## src/rtl/mem_access_ctrl_pkg.sv

```systemverilog
// Shared types and constants for the vector memory access controller.
// The state enum and alignment mask are visible to anyone that imports this package.
package mem_access_pkg;

  typedef enum logic [2:0] {
    IDLE,
    WRITE,
    READ,
    CAPTURE,
    RESP,
    ERR
  } state_e;

  // Vector accesses must start on a 32-bit word boundary.
  localparam logic [1:0] MEM_ALIGN_MASK = 2'b11;

  function automatic logic misaligned(input logic [1:0] addr_lsb);
    return (addr_lsb & MEM_ALIGN_MASK) != 2'b00;
  endfunction

endpackage

```

## src/rtl/mem_access_ctrl_if.sv

```systemverilog
// Request/response handshake and data-memory drive bundle for mem_access_ctrl.
// The slave modport is the controller's view; master is the surrounding pipeline and memory.
interface mem_access_ctrl_if #(
  parameter int dataSize       = 32,
  parameter int addressingSize = 32,
  parameter int vecSize        = 4
);

  logic                          req_valid;
  logic                          req_ready;
  logic                          req_we;
  logic [addressingSize-1:0]     req_addr;
  logic [vecSize*dataSize-1:0]   req_wdata;
  logic [5:0]                    mode_in;

  logic                          mem_we;
  logic [addressingSize-1:0]     mem_addr;
  logic [vecSize*dataSize-1:0]   mem_wdata;
  logic [5:0]                    mem_mode;
  logic [vecSize*dataSize-1:0]   mem_rdata;

  logic                          resp_valid;
  logic                          resp_ready;
  logic [vecSize*dataSize-1:0]   resp_data;
  logic                          resp_err;
  logic                          store_done;

  modport slave (
    input  req_valid, req_we, req_addr, req_wdata, mode_in, mem_rdata, resp_ready,
    output req_ready, mem_we, mem_addr, mem_wdata, mem_mode, resp_valid, resp_data,
           resp_err, store_done
  );

  modport master (
    output req_valid, req_we, req_addr, req_wdata, mode_in, mem_rdata, resp_ready,
    input  req_ready, mem_we, mem_addr, mem_wdata, mem_mode, resp_valid, resp_data,
           resp_err, store_done
  );

endinterface

```

## src/rtl/mem_access_ctrl.sv

```systemverilog
// Single-outstanding vector load/store controller sitting directly in front of data memory.
// Loads take three cycles to respond; stores commit in the cycle after acceptance.
module mem_access_ctrl
  import mem_access_pkg::*;
#(
  parameter int dataSize       = 32,
  parameter int addressingSize = 32,
  parameter int vecSize        = 4
) (
  input logic             clk,
  input logic             rst_n,
  mem_access_ctrl_if.slave bus
);

  localparam int VEC_W = vecSize * dataSize;

  state_e                    state, state_nxt;
  logic                      accept;
  logic                      bad_align;
  logic [addressingSize-1:0] addr_p0;
  logic [VEC_W-1:0]          wdata_p0;
  logic [VEC_W-1:0]          rdata_p1;
  logic [5:0]                mode_p0;

  assign accept    = bus.req_valid && (state == IDLE);
  assign bad_align = misaligned(bus.req_addr[1:0]);

  always_ff @(posedge clk or negedge rst_n) begin
    if (!rst_n) state <= IDLE;
    else        state <= state_nxt;
  end

  always_comb begin
    state_nxt      = state;
    bus.req_ready  = 1'b0;
    bus.mem_we     = 1'b0;
    bus.store_done = 1'b0;
    bus.resp_valid = 1'b0;
    bus.resp_err   = 1'b0;
    case (state)
      IDLE: begin
        bus.req_ready = 1'b1;
        if (accept) begin
          if (bad_align)        state_nxt = ERR;
          else if (bus.req_we)  state_nxt = WRITE;
          else                  state_nxt = READ;
        end
      end
      WRITE: begin
        bus.mem_we     = 1'b1;
        bus.store_done = 1'b1;
        state_nxt      = IDLE;
      end
      READ:    state_nxt = CAPTURE;
      CAPTURE: state_nxt = RESP;
      RESP: begin
        bus.resp_valid = 1'b1;
        if (bus.resp_ready) state_nxt = IDLE;
      end
      ERR: begin
        bus.resp_valid = 1'b1;
        bus.resp_err   = 1'b1;
        if (bus.resp_ready) state_nxt = IDLE;
      end
      default: state_nxt = IDLE;
    endcase
  end

  // p0: request latched at acceptance, held on the memory bus until the next acceptance
  always_ff @(posedge clk or negedge rst_n) begin
    if (!rst_n) begin
      addr_p0  <= '0;
      wdata_p0 <= '0;
    end else if (accept) begin
      addr_p0  <= bus.req_addr;
      wdata_p0 <= bus.req_wdata;
    end
  end

  // p1: memory returns registered data during CAPTURE; a rejected request reports zero data
  always_ff @(posedge clk or negedge rst_n) begin
    if (!rst_n) begin
      rdata_p1 <= '0;
    end else if (accept && bad_align) begin
      rdata_p1 <= '0;
    end else if (state == CAPTURE) begin
      rdata_p1 <= bus.mem_rdata;
    end
  end

  always_ff @(posedge clk or negedge rst_n) begin
    if (!rst_n) mode_p0 <= '0;
    else        mode_p0 <= bus.mode_in;
  end

  assign bus.mem_addr  = addr_p0;
  assign bus.mem_wdata = wdata_p0;
  assign bus.mem_mode  = mode_p0;
  assign bus.resp_data = rdata_p1;

endmodule

```

## src/flat_wrapper.sv

```systemverilog
// flat-port wrapper written by rule: the top's interface ports become plain ports
module mem_access_ctrl_flat import mem_access_pkg::*;
#(
  parameter int dataSize       = 32,
  parameter int addressingSize = 32,
  parameter int vecSize        = 4
)
  (clk, rst_n, bus_req_valid, bus_req_we, bus_req_addr, bus_req_wdata, bus_mode_in, bus_mem_rdata, bus_resp_ready, bus_req_ready, bus_mem_we, bus_mem_addr, bus_mem_wdata, bus_mem_mode, bus_resp_valid, bus_resp_data, bus_resp_err, bus_store_done);
  mem_access_ctrl_if #(.dataSize(dataSize), .addressingSize(addressingSize), .vecSize(vecSize)) bus_i ();
  input logic clk;
  input logic rst_n;
  input wire logic [$bits(bus_i.req_valid)-1:0] bus_req_valid;
  input wire logic [$bits(bus_i.req_we)-1:0] bus_req_we;
  input wire logic [$bits(bus_i.req_addr)-1:0] bus_req_addr;
  input wire logic [$bits(bus_i.req_wdata)-1:0] bus_req_wdata;
  input wire logic [$bits(bus_i.mode_in)-1:0] bus_mode_in;
  input wire logic [$bits(bus_i.mem_rdata)-1:0] bus_mem_rdata;
  input wire logic [$bits(bus_i.resp_ready)-1:0] bus_resp_ready;
  output wire logic [$bits(bus_i.req_ready)-1:0] bus_req_ready;
  output wire logic [$bits(bus_i.mem_we)-1:0] bus_mem_we;
  output wire logic [$bits(bus_i.mem_addr)-1:0] bus_mem_addr;
  output wire logic [$bits(bus_i.mem_wdata)-1:0] bus_mem_wdata;
  output wire logic [$bits(bus_i.mem_mode)-1:0] bus_mem_mode;
  output wire logic [$bits(bus_i.resp_valid)-1:0] bus_resp_valid;
  output wire logic [$bits(bus_i.resp_data)-1:0] bus_resp_data;
  output wire logic [$bits(bus_i.resp_err)-1:0] bus_resp_err;
  output wire logic [$bits(bus_i.store_done)-1:0] bus_store_done;
  assign bus_i.req_valid = bus_req_valid;
  assign bus_i.req_we = bus_req_we;
  assign bus_i.req_addr = bus_req_addr;
  assign bus_i.req_wdata = bus_req_wdata;
  assign bus_i.mode_in = bus_mode_in;
  assign bus_i.mem_rdata = bus_mem_rdata;
  assign bus_i.resp_ready = bus_resp_ready;
  assign bus_req_ready = bus_i.req_ready;
  assign bus_mem_we = bus_i.mem_we;
  assign bus_mem_addr = bus_i.mem_addr;
  assign bus_mem_wdata = bus_i.mem_wdata;
  assign bus_mem_mode = bus_i.mem_mode;
  assign bus_resp_valid = bus_i.resp_valid;
  assign bus_resp_data = bus_i.resp_data;
  assign bus_resp_err = bus_i.resp_err;
  assign bus_store_done = bus_i.store_done;
  mem_access_ctrl #(.dataSize(dataSize), .addressingSize(addressingSize), .vecSize(vecSize)) u_core (.clk(clk), .rst_n(rst_n), .bus(bus_i));
endmodule
```

## config.mk

```make
export PLATFORM = sky130hd
export DESIGN_NAME = mem_access_ctrl_flat
export DESIGN_NICKNAME = d
export VERILOG_FILES = /design/src/rtl/mem_access_ctrl_pkg.sv /design/src/rtl/mem_access_ctrl_if.sv /design/src/rtl/mem_access_ctrl.sv /design/src/flat_wrapper.sv
export SDC_FILE = /design/constraint.sdc
export NUM_CORES = 1
export LEC_CHECK = 0
export BUFFER_PORTS_ARGS = -buffer_cell sky130_fd_sc_hd__buf_4
export CORE_AREA = 2 2 236 238
export CTS_CLUSTER_DIAMETER = 150
export DETAILED_ROUTE_END_ITERATION = 6
export DIE_AREA = 0 0 238 240
export PLACE_DENSITY = 0.4
export SLEW_MARGIN = 25
export SYNTH_ARGS = -nofsm -noshare
export SYNTH_HDL_FRONTEND = slang
export SYNTH_SLANG_ARGS = --single-unit
```

## constraint.sdc

```tcl
create_clock -name clk -period 2.35 [get_ports clk]
set_clock_uncertainty 0.05 [all_clocks]
set_input_delay 0.1175 -clock clk [delete_from_list [all_inputs] [get_ports clk]]
set_output_delay 0.1175 -clock clk [all_outputs]
set_load 0.03 [all_outputs]
```

==> impl_metrics.env <==
export IMPL_yosys_area_top_type="dfrtp_1"
export IMPL_antenna_found_initial=1
export IMPL_cp_num_buf_inv=2
export IMPL_grt_pass1_wl_um=67300
export IMPL_route_vias_total=10300
export IMPL_numCtsBuffers=38
export IMPL_drtAntennaViolNets=0
export IMPL_die_area_um2=57100
export IMPL_yosys_warnings=0
export IMPL_die_w_um=238
export IMPL_clkPwrFrac_pct=21.7
export IMPL_period_share_pct=87.5
export IMPL_syn_inst=922
export IMPL_fin_setup_tns_ns=0
export IMPL_endpoint="u_core.bus.mem_wdata[24]$_DFFE_PN0P_"
export IMPL_area_growth_pct=85.6
export IMPL_max_freq_ghz=0.486
export IMPL_seq_area_frac_synth_pct=65.9
export IMPL_synth_nets=1221
export IMPL_hold_violations=0
export IMPL_start_util_pct=20.6
export IMPL_cp_depth=4
export IMPL_peakVddDrop_uv=688
export IMPL_globalRoute_totalOverflow=0
export IMPL_cp_max_fo=31
export IMPL_relSlewSlack_pct=56.8
export IMPL_p_int_mw=15.3
export IMPL_grt_max_degree=93
export IMPL_worstSetupStartpointType="register"
export IMPL_stdcell_area_um2=20900
export IMPL_synth_cell_types=23
export IMPL_arrival_ns=2.42
export IMPL_num_nets_final=2127
export IMPL_cts_root_buf="clkbuf_16"
export IMPL_r2r_start="u_core.state[0]$_DFFE_PN0P_"
export IMPL_num_antenna_cells=0
export IMPL_fin_util_pct=38.3
export IMPL_cp_startpoint="u_core.state[0]$_DFFE_PN0P_"
export IMPL_switchingPower_mw=10.4
export IMPL_worst_slack_ns=0.293
export IMPL_rsz0062_at_grt="no"
export IMPL_drc=0
export IMPL_cp_slowest_cell="dfrtp_1"
export IMPL_rrSetupSlack_ns=0.29
export IMPL_ys_seq_elements=297
export IMPL_pre_cts_ws_ns=0.289
export IMPL_maxSlewViolCount=0
export IMPL_worst_pin_slew_ns=0.648
export IMPL_h_tree_depth=2
export IMPL_dp_hpwl_um=32200
export IMPL_rows=86
export IMPL_routedWlPerCell_um=17.6
export IMPL_swShare_pct=40.4
export IMPL_wirelength_um=44900
export IMPL_final_setup_viol_count=0
export IMPL_cts_sinks=297
export IMPL_end_kind="register"
export IMPL_drive_above_1_share_pct=40.3
export IMPL_total_leakage_power_nw=9.81
export IMPL_routed_via_density=4.04
export IMPL_insertion_delay_ns=0.53
export IMPL_grt_pass1_vias=11100
export IMPL_synth_top_area_share_pct=65.9
export IMPL_p_per_area_nw_per_um2=1230
export IMPL_crit_type="register to register"
export IMPL_cp_top_family="buffers and inverters"
export IMPL_syn_area_um2=11300
export IMPL_slowest_delay_ns=0.49
export IMPL_total_power_mw=25.6
export IMPL_core_um2=54700
export IMPL_syn_mean_instance_area_um2=12.2
export IMPL_io_buffers=597
export IMPL_routabilityCongestion=0.748
export IMPL_r2r_end="u_core.bus.mem_wdata[24]$_DFFE_PN0P_"
export IMPL_dpl_cell_area_um2=16800
export IMPL_hp_class="input port to async pin"
export IMPL_reg2reg_depth=4
export IMPL_cts_reportedPaths_clkPinSlew_ns=0.06
export IMPL_required_ns=2.71
export IMPL_first_pass_iters=4
export IMPL_worstPathCellList="nor4b_4 > buf_12 > buf_4 > mux2_1"
export IMPL_min_period_ns=2.06
export IMPL_num_io_pins=598
export IMPL_synthTopCellsByArea="dfrtp_1, mux2_1, nand2_1"
export IMPL_dieHeight_um=240
export IMPL_drt_iter0_drc=451
export IMPL_cts_path_max_buffers=3
export IMPL_cts_tree="built"
export IMPL_grt_total_usage_pct=15.3
export IMPL_cap_violations=0
export IMPL_status="completed"
export IMPL_seqPwrFrac_pct=31.9
export IMPL_combPwrFrac_pct=46.4
==> placed cells by master (no fill, tap or decap), drive strengths merged <==
cell type,n
dlygate4sd3,299
nor3b,1
clkinv,8
nand3b,1
nor3,3
nor2b,1
buf,630
a211o,1
o21ai,2
nor4b,1
inv,1
o31a,1
nand3,1
o21a,1
dfrtp,297
and3b,1
nor2,1
clkbuf,57
and2,1
a21oi,129
mux2,160
nand2,256
==> routing by layer <==
layer  global-route usage [%]  wire length (um)  up-vias
li1                         -                 -     4899
met1                     17.5             17600     4946
met2                     26.5             22200      410
met3                     5.56              3840       64
met4                     4.73              1220        2
met5                        0                13        -
==> stage by stage <==
stage               hold WS [ns]  cells
global route               0.153   2557
global placement           0.101   2193
floorplan                 -0.228    922
detailed placement         0.105   2193
finish                     0.116   2557
CTS                        0.125   2557
==> worst reg2reg max path, stage by stage, from the launching register on <==
cell	delay (ns)
dfrtp_1	0.49
nor4b_4	0.50
buf_12	0.28
buf_4	0.28
mux2_1	0.34
==> cells in the mapped netlist <==
master      n
nor3b_1     1
o21ai_0     2
clkbuf_1   16
nor3_1      3
nand3b_1    1
and3b_1     1
buf_4      11
o31a_1      1
o21a_1      1
nand3_1     1
nor2_1      1
nor2b_1     1
a211o_1     1
buf_2      32
a21oi_1   129
nand2_1   256
mux2_2     60
nor4b_4     1
inv_1       1
and2_1      1
dfrtp_1   297
buf_1       4
mux2_1    100
==> logic make-up (layout without fill, tap and decap cells) <==
kind of cell           count (synthesis)  in the layout  share of synthesized area [%]
AND/OR/NAND/NOR                      267            267                           9.26
AO/OA/AOI/OAI                        134            134                           6.03
buffers and inverters                 64            995                           2.85
multiplexers                         160            160                           16.0
flip-flops                           297            297                           65.9
==> worst min path at each step <==
stage | startpoint | end | slack, ns | depth (start not counted)
finish | rst_n | u_core.bus.resp_data[42]$_DFFE_PN0P_ | 0.12 | 2
global route | rst_n | u_core.bus.resp_data[42]$_DFFE_PN0P_ | 0.15 | 2
CTS | rst_n | u_core.bus.resp_data[42]$_DFFE_PN0P_ | 0.13 | 2
detailed placement | rst_n | u_core.bus.resp_data[42]$_DFFE_PN0P_ | 0.11 | 1
global placement | rst_n | u_core.bus.resp_data[42]$_DFFE_PN0P_ | 0.10 | 1
floorplan | rst_n | u_core.bus.mem_addr[0]$_DFFE_PN0P_ | -0.23 | 0
==> state kept, by name (all words and copies together) (netlist names) <==
| signal | count |
|---|---|
| u_core.bus.mem_addr | 32 |
| u_core.bus.resp_data | 128 |
| u_core.bus.mem_mode | 6 |
| u_core.bus.mem_wdata | 128 |
| u_core.state | 3 |
==> layout make-up <==
| type | count | area (um^2) |
|---|---|---|
| clock inverter | 8 | 47.5 |
| inverter | 1 | 3.75 |
| timing repair buffer | 929 | 7910 |
| sequential | 297 | 7430 |
| fill | 5422 | 33700 |
| clock buffer | 57 | 1130 |
| tap | 704 | 881 |
| multi-input combinational | 561 | 3540 |
==> power groups by stage <==
stage	logic, mW	registers (mW)	clock network (mW)
after floorplan	2.83	11.9	0
after global placement	11.6	8.24	0
after detailed placement	11.6	8.24	0
after CTS	12.1	8.20	5.77
after global routing	12.6	8.43	5.98
final	11.9	8.19	5.55
==> what timing repair did <==
| item | 4_1_cts | 5_1_grt |
|---|---|---|
| hold endpoints to repair | 355 | 0 |
| setup endpoints to repair | 0 | 0 |
| resized for setup | 0 | 0 |
| hold buffers | 299 | 0 |
| buffers inserted | 0 | 0 |
Power figures use the tool's default switching activity.
